===== src/rtl/instr_fetch_unit.sv =====
// Program counter and fetch stage for the Troy WideWord pipeline.
// Drives a word-addressed instr_mem and captures its combinational read
// into the IF/ID register. Supports sequential fetch, branch redirect with
// flush, decode stall and halt on HALT_WORD.
module instr_fetch_unit #(
    parameter int unsigned MEM_DEPTH = 256,
    parameter logic [31:0] RESET_PC  = 32'h0000_0000,
    parameter logic [31:0] NOP_WORD  = 32'h0000_0000,
    parameter logic [31:0] HALT_WORD = 32'hFFFF_FFFF
) (
    input  logic        clk,
    input  logic        rst,
    input  logic        stall,
    input  logic        br_taken,
    input  logic [31:0] br_target,
    input  logic [31:0] imem_instr,
    output logic [31:0] instr_addr,
    output logic        imem_enb,
    output logic [31:0] if_instr,
    output logic [31:0] if_pc,
    output logic        if_valid,
    output logic        halted
);

    localparam logic [31:0] DEPTH_W = 32'(MEM_DEPTH);
    localparam logic [31:0] LAST_PC = DEPTH_W - 32'd1;

    typedef enum logic [1:0] {
        IDLE = 2'd0,
        RUN  = 2'd1,
        HALT = 2'd2
    } state_t;

    state_t      state;
    state_t      next_state;
    logic [31:0] pc;
    logic        fetch_halt;

    // A HALT_WORD fetch only takes effect when neither redirect nor stall wins.
    assign fetch_halt = (state == RUN) && !br_taken && !stall && (imem_instr == HALT_WORD);

    assign instr_addr = pc;
    // Memory enable is a state decode, forced low while reset is asserted.
    assign imem_enb   = rst && (state == RUN);

    // State register.
    always_ff @(posedge clk) begin
        if (!rst) begin
            state <= IDLE;
        end else begin
            state <= next_state;
        end
    end

    // Next-state logic: IDLE lasts one cycle, RUN leaves only on a HALT fetch.
    always_comb begin
        next_state = state;
        case (state)
            IDLE:    next_state = RUN;
            RUN:     if (fetch_halt) next_state = HALT;
            HALT:    next_state = HALT;
            default: next_state = IDLE;
        endcase
    end

    // PC and IF/ID register update, branch > stall > halt > sequential.
    always_ff @(posedge clk) begin
        if (!rst) begin
            pc       <= RESET_PC;
            if_instr <= NOP_WORD;
            if_pc    <= '0;
            if_valid <= 1'b0;
            halted   <= 1'b0;
        end else begin
            case (state)
                IDLE: begin
                    if_valid <= 1'b0;
                end
                RUN: begin
                    if (br_taken) begin
                        pc       <= br_target % DEPTH_W;
                        if_instr <= NOP_WORD;
                        if_valid <= 1'b0;
                    end else if (stall) begin
                        pc       <= pc;
                    end else if (imem_instr == HALT_WORD) begin
                        if_instr <= HALT_WORD;
                        if_pc    <= pc;
                        if_valid <= 1'b1;
                        halted   <= 1'b1;
                    end else begin
                        if_instr <= imem_instr;
                        if_pc    <= pc;
                        if_valid <= 1'b1;
                        pc       <= (pc == LAST_PC) ? '0 : pc + 32'd1;
                    end
                end
                default: begin
                    pc <= pc;
                end
            endcase
        end
    end

endmodule


===== config.mk =====
export PLATFORM = sky130hd
export DESIGN_NAME = instr_fetch_unit
export DESIGN_NICKNAME = d
export VERILOG_FILES = /design/src/rtl/instr_fetch_unit.sv
export SDC_FILE = /design/constraint.sdc
export NUM_CORES = 1
export LEC_CHECK = 0
export CAP_MARGIN = 20
export CORE_MARGIN = 4
export CORE_UTILIZATION = 44
export CTS_CLUSTER_SIZE = 20
export DETAILED_ROUTE_END_ITERATION = 12
export PLACE_DENSITY = 0.88
export SETUP_SLACK_MARGIN = 0.05
export SYNTH_ARGS = -nofsm -noshare
export SYNTH_HDL_FRONTEND = slang
export SYNTH_SLANG_ARGS = --single-unit
export TNS_END_PERCENT = 100

===== constraint.sdc =====
create_clock -name clk -period 2.6 [get_ports clk]
set_input_delay 0.39 -clock clk [delete_from_list [all_inputs] [get_ports clk]]
set_output_delay 0.39 -clock clk [all_outputs]
set_load 0.02 [all_outputs]

==> summary by stage <==
Synth
After synthesis the netlist holds a flip-flop and latch count of 100. The portion of the post-synthesis area used by sequential elements is 46.2%. The count of synthesis-stage warnings from yosys is 0.

Ranked by total cell area, the synthesized netlist is headed by dfxtp_1 46%, nand2_1 7.9%, a21oi_1 6.5%. The most used flip-flop cell after synthesis is dfxtp_1. The area fraction of the dominant cell type after synthesis is 46.2%. The share of flip-flops with an asynchronous set or reset after synthesis is 0%.

The number of cells produced by synthesis is 529. Of all cell types, the one taking the most synthesized area is dfxtp_1. Counting flops with a built-in enable in the synthesized netlist gives 0. Counting distinct cell types in the post-synthesis netlist gives 48. The area of the mapped netlist is about 4300 um^2. In this run the mean area of a mapped cell was 8.18 um^2. The net count of the mapped netlist is 600.

Global routing
Global routing consumed, on the met2 layer, 39.3% of the routing resources. The overall routing resource usage is between 20% and 30%. The first global-routing pass estimated 21900 um of wire. The fraction of met1 tracks used by global routing is 27.6%. The initial antenna violation count is 0.

The via count of the first global-routing pass is 4598. The largest net degree at the start of global routing is 82. The layer flagged by global routing as most heavily used is met2. The total overflow left after global routing is 0.

The met3 usage in global routing is 8.49%.

Setup path
The worst path buffer plus inverter count is 0. The worst setup path is launched from a flop. The end of the worst register-to-register path is instr_addr[26]. STA classifies the critical path endpoint as a flop. The cell type group with the largest total delay on the critical path is simple AND/OR/NAND/NOR gates. STA puts the critical path data arrival time at 2.60 ns. The maximum net fanout on the critical path is 9. The flop-to-flop setup slack is 0.27 ns.

The critical path is of the flop to flop type. In this design, the stage delay of the slowest critical-path cell is 0.56 ns. Traced cell by cell, the critical path runs through and4_1, nand4_1, nor3_2, nand3_1, a22o_1, a21o_1. The required time reported for the critical path endpoint is around 2.9 ns. The slowest cell on the critical path is dfxtp_1. In this run the critical register-to-register path is launched from instr_addr[8].

The worst reg2reg path depth is 6.

STA
Across all hold checks on the routed design, the worst slack comes to 0.458 ns. The final period demand of the worst path is 2.33 ns. Of the available clock period, the critical path in the final layout requires between 80 and 90%. The final number of hold-violating endpoints is 0. Setup repair after global routing left no endpoint under its margin. Setup violations remaining at the end of the flow were counted as 0. The clock skew is 0.0155 ns. Adding up every negative setup slack in the final design gives 0 ns. The final number of max-transition violations is 0. Based on the critical path, the design can be clocked at up to 429 MHz. For the pin with the worst max-slew slack, the measured transition is 0.834 ns. Measured against its own limit, the worst slew margin works out to 44.4%.

Status
The run finished with clean final reports.

Detailed routing
The detail route stage leaves a number of antenna-violating nets equal to 0. The first routing iteration left 377 violations. In the final routed layout, each cell accounts on average for between 15 and 20 um.

The total wire length after detailed routing is 13400 um. After detailed routing, the number of vias per cell comes to 5.82. For this run, design rule violations remaining after detail routing come to 0. The number of iterations in the first detailed-routing pass is 5.

Across all layers, the routed design uses 4666 vias.

Clock tree
Post-CTS timing repair inserted 0 buffers for setup. The clock latency on the worst-skew pair is 0.36 ns. The number of clock buffers inserted by TritonCTS is 9. Counting along the longest clock path gives a buffer depth of 2.

The number of sinks driven by the clock tree is 100. The tree is rooted in a clkbuf_8. The TritonCTS clock tree is built.

After clock tree synthesis, the clock-pin slew on the worst setup and hold paths is 0.10 ns. The post-CTS resize count is 0. The total of hold buffers inserted after clock tree synthesis is 0. In this run the number of H-tree levels came out at 3.

Floorplan
In this run the count of I/O pins placed on the die edge is ~170. The floorplan step defined a core boundary enclosing 9420 um^2. The floorplan has 35 rows. The starting density of the core is 46.0%. The horizontal extent of the die is 107 um.

The die span in y is 107 um. The die covers approximately 11000 um^2.

Layout
After routing the design area is 6150 um^2. The number of antenna diodes in the final layout is 0. The number of fillers in the final layout is roughly 790. The sequential cells in the finished layout cover a total of 2000 um^2. After the last flow step, the layout net total stands at 739. The area growth from synthesis to layout is 42.0%. Cells fill 65.3% of the core in the end. The share of final-layout standard cells stronger than drive strength 1 is 7.73%. The post-layout instance count excluding filler cells is 802. The most common library cell in the layout ignoring fill and taps is clkdlybuf4s50_1. The library cells used most frequently in the layout, excluding fill and tap cells, are 142 x clkdlybuf4s50_1, 100 x dfxtp_1, 91 x nand2_1. The total area of multi-input combinational cells is ~2100 um^2.

Pwr
The worst-case vdd ir drop is 491 uV. The analysis attributes to cell leakage a power of slightly above 2 nW. In this run the power density over the cells is between 500 and 600 nW/um^2.

Min path
The depth of the worst hold-timing path is 2. The kind of path behind the tightest hold check is flop to flop. In this run the most critical hold path is launched from if_pc[13]. The worst hold path endpoint is if_pc[13].

Placed design
The placed wire-length estimate after detailed placement is 9740 um. At the end of routability-driven placement, the weighted congestion stood at between 0.8 and 0.9. The cell total after placement is 786. The number of input and output port buffers inserted is 142.

The placed cell area is around 6000 um^2.

Flow run
Across the run, the number of max-cap violations was 0.
## final cells by class
cell class | instances | share of cell area (%)
multi-input combinational | 382 | 34.6
timing repair buffer | 168 | 26.8
sequential | 100 | 32.6
clock inverter | 5 | 0.611
inverter | 7 | 0.428
tap | 129 | 2.63
clock buffer | 11 | 2.30
## cell families (layout without fill, tap and decap cells)
kind of cell / count (synthesis) / count (layout) / share of synthesized area, %
simple gates: 225 / 225 / 24.8
compound gates: 151 / 151 / 22.5
flops: 100 / 100 / 46.2
buf+inv: 47 / 191 / 4.94
fa+ha+maj: 3 / 3 / 0.867
mux: 3 / 3 / 0.694
## tightest hold or removal path: cells and delay by family (launching register included)
family          cells  cell delay, ns
compound gates      1            0.05
simple gates        1            0.05
flops               1            0.32
## layer usage
metal / routed length (um) / vias up
met1: 5030 / 2185
met5: 0 / -
met4: 225 / 0
met2: 6640 / 258
met3: 1510 / 28
li1: - / 2195
## through the flow
stage | setup slack (ns) | power [W]
floorplan | 0.334 | 0.00221
global placement | 0.121 | 0.00257
detailed placement | 0.0836 | 0.00264
CTS | 0.250 | 0.00354
global route | 0.137 | 0.00370
finish | 0.269 | 0.00353
## sequential cells by signal, indices dropped and copies added (netlist names)
signal,cells
instr_addr,32
if_pc,32
if_valid,1
if_instr,32
state,2
halted,1
## cells in the mapped netlist, drive strengths merged (11+ instances only)
cell type / instances
dfxtp: 100
nand2: 91
a21oi: 56
nor2: 51
a22oi: 32
clkbuf: 28
nand3: 21
nand4: 18
o21ai: 15
buf: 12
o211ai: 12
a31oi: 11
## power breakdown
part	switching (W)	internal [W]
sequential	0.0000546	0.00160
combinational	0.000555	0.000406
clock	0.000531	0.000376
total	0.00114	0.00239
## worst max path at each step
stage	start	cells after the start	endpoint	slack [ns]
detailed placement	imem_instr[19]	8	instr_addr[13]	0.08
finish	instr_addr[8]	6	instr_addr[26]	0.27
global route	state[1]	6	imem_enb	0.14
CTS	state[1]	6	imem_enb	0.25
global placement	imem_instr[31]	8	instr_addr[13]	0.12
floorplan	instr_addr[0]	8	instr_addr[20]	0.33
Power figures use the tool's default switching activity.
